$ cat config.mk
export PLATFORM = sky130hd
export DESIGN_NAME = fwd_hazard_ctrl
export DESIGN_NICKNAME = d
export VERILOG_FILES = /design/src/rtl/fwd_hazard_ctrl.sv
export SDC_FILE = /design/constraint.sdc
export NUM_CORES = 1
export LEC_CHECK = 0
export CORE_ASPECT_RATIO = 0.9
export CORE_MARGIN = 4
export CORE_UTILIZATION = 30
export DETAILED_ROUTE_END_ITERATION = 8
export GPL_TIMING_DRIVEN = 0
export PLACE_DENSITY = 0.61
export SYNTH_ARGS = -nofsm -noshare
export SYNTH_HDL_FRONTEND = slang
export SYNTH_SLANG_ARGS = --single-unit
$ cat constraint.sdc
create_clock -name clk -period 1.81 [get_ports clk]
set_input_delay 0.2715 -clock clk [delete_from_list [all_inputs] [get_ports clk]]
set_output_delay 0.2715 -clock clk [all_outputs]
set_load 0.01 [all_outputs]
$ cat src/rtl/fwd_hazard_ctrl.sv
// Forwarding and hazard controller for the 5-stage core: shadows EX/MEM/WB destination
// tags, drives operand forwarding selects and the load-use / mul-div / flush pipeline controls.
module fwd_hazard_ctrl #(
  parameter int unsigned REG_ADDR_W = 5,
  parameter int unsigned NUM_SRC    = 2,
  parameter int unsigned MDIV_LAT   = 4
) (
  input  logic                          clk,
  input  logic                          rst,
  input  logic                          id_valid,
  input  logic [NUM_SRC*REG_ADDR_W-1:0] id_rs,
  input  logic [NUM_SRC-1:0]            id_rs_used,
  input  logic [REG_ADDR_W-1:0]         id_rd,
  input  logic                          id_reg_write,
  input  logic                          id_is_load,
  input  logic                          id_is_mdiv,
  input  logic                          flush,
  output logic [2*NUM_SRC-1:0]          fwd_sel,
  output logic                          stall_if_id,
  output logic                          bubble_id_ex,
  output logic                          hold_ex,
  output logic                          mdiv_busy
);

  localparam int unsigned CntW = (MDIV_LAT > 1) ? $clog2(MDIV_LAT) : 1;
  localparam logic [CntW-1:0] CntLoad = CntW'(MDIV_LAT - 1);

  typedef struct packed {
    logic                  valid;
    logic [REG_ADDR_W-1:0] rd;
    logic                  reg_write;
    logic                  is_load;
  } wr_stage_t;

  wr_stage_t                     ex_d, ex_q, mem_d, mem_q, wb_d, wb_q;
  logic [NUM_SRC*REG_ADDR_W-1:0] ex_rs_d, ex_rs_q;
  logic [NUM_SRC-1:0]            ex_rs_used_d, ex_rs_used_q;
  logic                          ex_is_mdiv_d, ex_is_mdiv_q;
  logic [CntW-1:0]               cnt_d, cnt_q;
  logic                          rst_dly_d, rst_dly_q;

  logic                   mem_eff, wb_eff, load_use, busy, mdiv_hold, out_gate;
  logic [2*NUM_SRC-1:0]   fwd_raw;
  logic                   stall_raw, bubble_raw, hold_raw;

  always_comb begin
    mem_eff  = mem_q.valid && mem_q.reg_write && (mem_q.rd != '0);
    wb_eff   = wb_q.valid && wb_q.reg_write && (wb_q.rd != '0);
    fwd_raw  = '0;
    load_use = 1'b0;
    for (int k = 0; k < NUM_SRC; k++) begin
      if (ex_q.valid && ex_rs_used_q[k]) begin
        if (mem_eff && (mem_q.rd == ex_rs_q[k*REG_ADDR_W +: REG_ADDR_W])) begin
          fwd_raw[2*k +: 2] = 2'b10;
        end else if (wb_eff && (wb_q.rd == ex_rs_q[k*REG_ADDR_W +: REG_ADDR_W])) begin
          fwd_raw[2*k +: 2] = 2'b01;
        end
      end
      if (id_rs_used[k] && (id_rs[k*REG_ADDR_W +: REG_ADDR_W] == ex_q.rd)) begin
        load_use = 1'b1;
      end
    end
    load_use  = load_use && id_valid && ex_q.valid && ex_q.is_load && ex_q.reg_write &&
                (ex_q.rd != '0);
    busy      = (cnt_q != '0);
    // The counter is only ever loaded by a mul/div entering EX, so this matches busy.
    mdiv_hold = busy && ex_is_mdiv_q;
  end

  always_comb begin
    ex_d         = ex_q;
    ex_rs_d      = ex_rs_q;
    ex_rs_used_d = ex_rs_used_q;
    ex_is_mdiv_d = ex_is_mdiv_q;
    mem_d        = ex_q;
    wb_d         = mem_q;
    cnt_d        = cnt_q;
    stall_raw    = 1'b0;
    bubble_raw   = 1'b0;
    hold_raw     = 1'b0;
    rst_dly_d    = rst;
    if (flush) begin
      ex_d         = '0;
      ex_rs_d      = '0;
      ex_rs_used_d = '0;
      ex_is_mdiv_d = 1'b0;
      cnt_d        = '0;
      bubble_raw   = 1'b1;
    end else if (mdiv_hold) begin
      mem_d     = '0;
      cnt_d     = cnt_q - 1'b1;
      hold_raw  = 1'b1;
      stall_raw = 1'b1;
    end else if (load_use) begin
      ex_d         = '0;
      ex_rs_d      = '0;
      ex_rs_used_d = '0;
      ex_is_mdiv_d = 1'b0;
      stall_raw    = 1'b1;
      bubble_raw   = 1'b1;
    end else begin
      ex_d.valid     = id_valid;
      ex_d.rd        = id_rd;
      ex_d.reg_write = id_reg_write;
      ex_d.is_load   = id_is_load;
      ex_rs_d        = id_rs;
      ex_rs_used_d   = id_rs_used;
      ex_is_mdiv_d   = id_valid && id_is_mdiv;
      cnt_d          = (id_valid && id_is_mdiv) ? CntLoad : '0;
    end
  end

  // Outputs are forced quiet during reset and for the first cycle after it.
  always_comb begin
    out_gate     = rst || rst_dly_q;
    fwd_sel      = out_gate ? '0 : fwd_raw;
    stall_if_id  = !out_gate && stall_raw;
    bubble_id_ex = !out_gate && bubble_raw;
    hold_ex      = !out_gate && hold_raw;
    mdiv_busy    = !out_gate && busy;
  end

  always_ff @(posedge clk) begin
    rst_dly_q <= rst_dly_d;
    if (rst) begin
      ex_q         <= '0;
      ex_rs_q      <= '0;
      ex_rs_used_q <= '0;
      ex_is_mdiv_q <= 1'b0;
      mem_q        <= '0;
      wb_q         <= '0;
      cnt_q        <= '0;
    end else begin
      ex_q         <= ex_d;
      ex_rs_q      <= ex_rs_d;
      ex_rs_used_q <= ex_rs_used_d;
      ex_is_mdiv_q <= ex_is_mdiv_d;
      mem_q        <= mem_d;
      wb_q         <= wb_d;
      cnt_q        <= cnt_d;
    end
  end

endmodule

==> key figures <==
Status
  • Outcome: finished, violations left
  • Failing checks: negative setup slack

Yosys
  • Post-synthesis mux area share: 0.5747%
  • Adder-cell share of the synthesized area: 0.7184%
  • Mean area per synthesized cell: 10.31 um^2
  • Main combinational cell family by area after synthesis: simple AND/OR/NAND/NOR gates
  • Simple-Gate Fraction of Synth Area: 19.47%
  • Post-Syn Nets: 194
  • Synth Warn #: 0
  • Async S/R FF share, synth: 0%
  • Number of synthesized flops with an enable pin: 0
  • Synth unique cells: 34
  • Syn Inst Count: 169
  • Post-Synth XOR/XNOR Area: 15.09%
  • Sequential fraction of the synthesis area: 43.68%
  • Seq cells post-synth: 38
  • Post-synthesis compound-gate area fraction: 17.17%
  • Synthesized area: 1742 um^2
  • Top_reg_cell synth: dfxtp_1

Timing
  • Final hold vios: 0
  • RSZ-0062 raised after global routing: yes
  • # setup viols final: 7
  • Period minus WS final: 2183 ps
  • Final Skew: 2.536 ps
  • WHS: 238.5 ps
  • Rel. slew slack: 76.11%
  • Fin crit share: 120.6%
  • Least-Margin Pin Slew: 357.0 ps
  • Max Clock Freq: 458.0 MHz
  • Slew Viols, Final: 0
  • Setup TNS: -1843 ps
  • Worst Setup Slack, final: -373.4 ps

Finish
  • Register Area: 782.0 um^2
  • Layout area overhead: 38.36%
  • Cell Count, Final, Fillers Out: 289
  • Design Area, Final: 2410 um^2
  • NumNets Final: 243
  • Ant diodes: 0
  • Share of post-route cells with drive strength above 1: 27.85%
  • FILL cells: 583
  • Area occupied by multi-input gates: 1033 um^2

Global routing
  • Vias in the first global route: 1432
  • GR Overflow Total: 0
  • Overall routing resource usage: 13.27%
  • Antenna violations before repair: 0
  • First-pass GRT wire length: 7072 um
  • Largest net degree at the start of global routing: 14

CTS
  • Root Driver: clkbuf_8
  • Cts hold-fix bufs: 0
  • H-tree levels: 2
  • CTS buffer count: 5
  • Bufs on Longest Clock Path: 2
  • Clock transition at path regs: 70 ps
  • Clock sinks: 38
  • TritonCTS clock tree: done
  • Skew-Pair Late Insertion Delay: 290 ps

Floorplan
  • Die W: 88.32 um
  • IO Pins: 32
  • Core area: 5660 um^2
  • Die Y: 80.29 um
  • Initial Util: 30.77%
  • Die area: 7090 um^2
  • Row cnt: 26

Setup path
  • Crit Reg-Reg Endpoint: ex_q[3]$_SDFFE_PP0N_
  • Reg-to-reg startpoint: ex_q[5]$_SDFFE_PP0N_
  • Setup crit end kind: output port
  • Worst Path Required: 1540 ps
  • Startpoint class of the critical path: register
  • Worst Setup EP: fwd_sel[1]
  • Crit path from: mem_q[3]$_SDFF_PP0_
  • CP Data Arrival Time: 1910 ps
  • Worst reg2reg path depth: 8
  • Reg2Reg Setup Slack: 0 ps
  • Type of the worst setup path: reg -> out
  • Worst-path fanout max: 2

Detailed routing
  • DRT Pass-1 Iters: 5
  • Via density: 5.010
  • Total Routed Length: 4484 um
  • Residual DRC count: 0
  • DRT iter0 DRCs: 46
  • Drt wl/cell: 15.52 um
  • ANT nets after route: 0
  • DR vias: 1448

Worst hold path
  • Min-delay worst type: in -> reg
  • Hold Crit Depth: 1

Placement
  • Placed insts: 270
  • Post-DP Area: 2140 um^2
  • Post-DP HPWL: 3274 um
  • Port Buffers: 31
  • GP Congestion: 0.7836

Job
  • MaxCap Viol Count: 0

Power
  • Leak Pwr: 0.0009590 uW
  • Peak supply drop: 0.4403 mV
  • PD cells: 708.7 nW/um^2
## logic make-up after synthesis
group | after synthesis
AOI/OAI and AO/OA | 30
DFF | 38
and+or+nand+nor | 59
adders and majority gates | 1
muxes | 1
xor gates and xnor gates | 30
buffers and inverters | 10
## cells in the final DEF, fill, tap and decap left out, types with 2 or more instances in the layout
cell	n
a32o_1	20
dfxtp_4	4
xnor2_1	17
nor2_1	8
xnor2_2	3
buf_4	12
inv_1	2
clkdlybuf4s50_1	12
and2_1	7
nor2b_1	8
dfxtp_2	5
o211ai_1	2
nor3_2	3
buf_6	3
clkbuf_8	6
dfxtp_1	29
nand4_1	3
or4_1	2
nor4_1	2
xor2_1	10
nand2_1	4
dlygate4sd2_1	11
nand3_1	8
and4_1	2
nor3_1	3
buf_2	11
nor4_4	2
## critical path, stage by stage (launching register included)
cell	delay, ps
dfxtp_2	320
or4_4	520
o211ai_1	240
buf_4	170
nor4_4	40
and4_1	180
buf_2	130
## how the worst min path moves through the flow
stage | end | slack (ps) | from
after floorplan | rst_dly_q$_DFF_P_ | 300 | rst
after global placement | wb_q[7]$_SDFF_PP0_ | 460 | mem_q[7]$_SDFF_PP0_
after detailed placement | wb_q[7]$_SDFF_PP0_ | 450 | mem_q[7]$_SDFF_PP0_
after CTS | ex_rs_q[7]$_SDFFE_PP0N_ | 390 | id_rs[7]
after global routing | rst_dly_q$_DFF_P_ | 240 | rst
final | rst_dly_q$_DFF_P_ | 240 | rst
## sequential cells by signal (all words and copies together), names as in the netlist
name and count:
ex_q 8, wb_q 7, ex_rs_used_q 2, ex_rs_q 10
ex_is_mdiv_q 1, mem_q 7, cnt_q 2, rst_dly_q 1
## power by group
part | switching, uW | leakage, uW | internal (uW) | total, uW
registers | 35.2 | 0.000316 | 863 | 898
clock network | 294 | 0.0000482 | 307 | 601
logic | 92.5 | 0.000595 | 117 | 209
total | 421 | 0.000959 | 1290 | 1710
## routing by layer
| metal | up-vias | track usage, % | routed length (um) |
|---|---|---|---|
| li1 | 731 | - | - |
| met3 | 6 | 3.385 | 157 |
| met4 | 0 | 4.079 | 36 |
| met2 | 28 | 22.87 | 2286 |
| met1 | 683 | 16.06 | 2004 |
| met5 | - | 0 | 0 |
## area by class of cell
type                       count  area share (%)
buffer                         6           1.610
clock buffer                   7           3.583
clock inverter                 1          0.2077
inverter                       2          0.3115
multi-input combinational    121           42.89
sequential                    38           32.45
tap                           70           3.634
timing repair buffer          44           15.32
## cells in the mapped netlist (3+ instances only)
cell | n | area, um^2
xor2_1 | 10 | 87.58
nand4_1 | 3 | 18.77
or4_1 | 3 | 22.52
nor2b_1 | 8 | 50.05
nor4_1 | 5 | 31.28
nand3_1 | 8 | 40.04
and2_1 | 7 | 43.79
buf_2 | 4 | 20.02
dfxtp_1 | 38 | 760.7
nand2_1 | 4 | 15.01
nor2_1 | 9 | 33.78
xnor2_1 | 20 | 175.2
nor3_1 | 6 | 30.03
a32o_1 | 20 | 200.2
## through the flow
step           worst slack (ps)  total power (uW)  util [%]
2_1_floorplan             114.1              1014         -
3_3_place_gp             -968.3              1103     37.80
3_5_place_dp             -963.5              1106     37.80
4_1_cts                  -362.6              1705     40.83
5_1_grt                  -484.2              1779     42.57
6_report                 -373.4              1708     42.57
## timing repair
item	CTS	global route
pin swaps	16	13
endpoints found under the setup margin	8	7
resized for setup	64	12
buffers inserted	7	6
Note: power is estimated with default switching activity, not from simulation.
==> RTL change: new RTL, same flow settings <==
Register the input `id_is_mdiv` before use, without a reset. The logic sees it one clock later. The other inputs are not delayed to match.
--- a/src/rtl/fwd_hazard_ctrl.sv
+++ b/src/rtl/fwd_hazard_ctrl.sv
@@ -33,2 +33,8 @@
   } wr_stage_t;
+
+  logic id_is_mdiv_q;
+
+  always_ff @(posedge clk) begin
+    id_is_mdiv_q <= id_is_mdiv;
+  end
 
@@ -107,4 +113,4 @@
       ex_rs_used_d   = id_rs_used;
-      ex_is_mdiv_d   = id_valid && id_is_mdiv;
-      cnt_d          = (id_valid && id_is_mdiv) ? CntLoad : '0;
+      ex_is_mdiv_d   = id_valid && id_is_mdiv_q;
+      cnt_d          = (id_valid && id_is_mdiv_q) ? CntLoad : '0;
     end
Behaviour: not the same (Yosys sat finds a counterexample within 4 cycles, from zero or initial values and one cycle with rst high).
==> RTL change against the unedited design <==
The flow still finishes with violations (negative setup slack); routed wire length down 3.3%; die area is 1.0% higher; total power fell by 3.3%; sequential cell count up 1; critical path depth stayed put; area after synthesis rose by 1.1%; cell area stayed put; register-to-register slack improved by 0.15 ns; setup slack got worse by 0.0082 ns; highest routed layer unchanged.
==> RTL change: results (changes against the unedited design) <==
Biggest register - ex_rs_q
initial drt markers - 35 (-24%)
Clock Tree Root - clkbuf_8
Leakage - 0.0009784 uW (+2.0%)
Net Count, Synth - 195 (+0.52%)
layout cells sized above 1 - 27.73% (-0.13 points)
peak supply drop - 0.0004827 V (+9.6%)
Detail Placement HPWL - 3197 um (-2.4%)
worst slack, placed - -0.9685 ns (-0.004974 ns)
Inserted Diodes - 0 (unchanged)
Yosys warning count - 0 (unchanged)
status - finished, violations left
Inst Count DP - 271 (+0.37%)
non-clk buf share - 17.29% (+0.36 points)
Non-clock buffers - 52 (+4.0%)
sequential fraction of the synthesis area - 44.32% (+0.64 points)
failing checks - negative setup slack
worst setup margin - -0.3816 ns (-0.008186 ns)
synth cell count leaders - dfxtp_1, a32o_1, xnor2_1
Clock buf/inv share - 3.011% (-0.78 points)
Setup TNS Final - -1.740 ns (+0.1035 ns)
Crit Reg-Reg Endpoint - ex_rs_q[8]
Filler Cell Count - 550 (-5.7%)
WL/cell - 14.96 um (-3.6%)
Seq/total area - 33.28% (+0.83 points)
final wirelength - 4337 um (-3.3%)
R2R cell count - 7 (-1)
clock skew - 0.002440 ns (-0.00009590 ns)
GRT Resource Usage Total - 12.63% (-0.65 points)
worst r2r src - ex_q[2]
CLK BUF - 6 (-1)
vias per std cell - 4.941 (-1.4%)
largest cells by area after synthesis - dfxtp_1, a32o_1, xnor2_1, xor2_1, nor2b_1
Int Power - 1263 uW (-1.8%)
Clock transition at path regs - 0.07 ns (about the same)
Nets - 246 (+1.2%)
Pre-Repair DR Iteration Count - 4 (-1)
Post-Syn Instances - 170 (+0.59%)
Final setup viols - 6 (-1)
first-pass GRT wire length - 6762 um (-4.4%)
R2R Setup Slk - 0.15 ns (+0.15 ns)
RD Place Congestion - 0.7999 (+2.1%)
flops & latches, synth - 39 (+2.6%)
area of the multi-input gates - 1023 sq um (-0.97%)
number of global-route vias before repair - 1352 (-5.6%)
Setup crit end - fwd_sel[3]
Die Width - 88.78 um (+0.52%)
## RTL change: power groups by stage
stage	logic, uW	registers (uW)	clock network, uW
after detailed placement	185	944	0
after floorplan	106	932	0
final	208	924	520
after CTS	200	922	545
after global placement	183	944	0
after global routing	227	927	573
## RTL change: per-layer routing
metal	up-vias	share of wire (%)	wire length (um)	GRT usage, %
met5	-	0	0	0
met4	0	0.35	15	3.776
met3	2	4.0	173	2.872
met1	671	46	1977	16.08
met2	23	50	2169	21.14
li1	737	-	-	-
## RTL change: kinds of logic (layout without fill, tap and decap cells)
family                     Yosys count  count (layout)  share of synthesized area (%)
and+or+nand+nor                     59              59                          19.25
DFF                                 39              39                          44.32
AOI/OAI and AO/OA                   30              30                          16.97
xor gates and xnor gates            30              30                          14.91
buffers and inverters               10              60                          3.267
adders and majority gates            1               1                         0.7101
muxes                                1               1                         0.5682
## RTL change: worst max-delay path: stages (launching register included)
cell	delay (ns)
dfxtp_2	0.32
or4_1	0.52
o211ai_1	0.27
buf_4	0.18
nor4_4	0.04
and4_1	0.19
buf_2	0.13
## RTL change: per-stage QoR
stage | power (uW) | hold WS [ns] | util (%) | cell area, sq um
floorplan | 1038 | 0.2992 | - | 1762
global placement | 1127 | 0.4573 | 37.93 | 2160
detailed placement | 1130 | 0.4601 | 37.93 | 2160
CTS | 1668 | 0.3922 | 40.92 | 2330
global route | 1727 | 0.2430 | 42.33 | 2410
finish | 1651 | 0.2577 | 42.33 | 2410
## RTL change: what timing repair did
item	CTS	global route
pin swaps	19	8
setup buffers	9	6
hold endpoints to repair	0	0
hold buffers	0	0
endpoints found under the setup margin	8	7
resized for setup	63	9
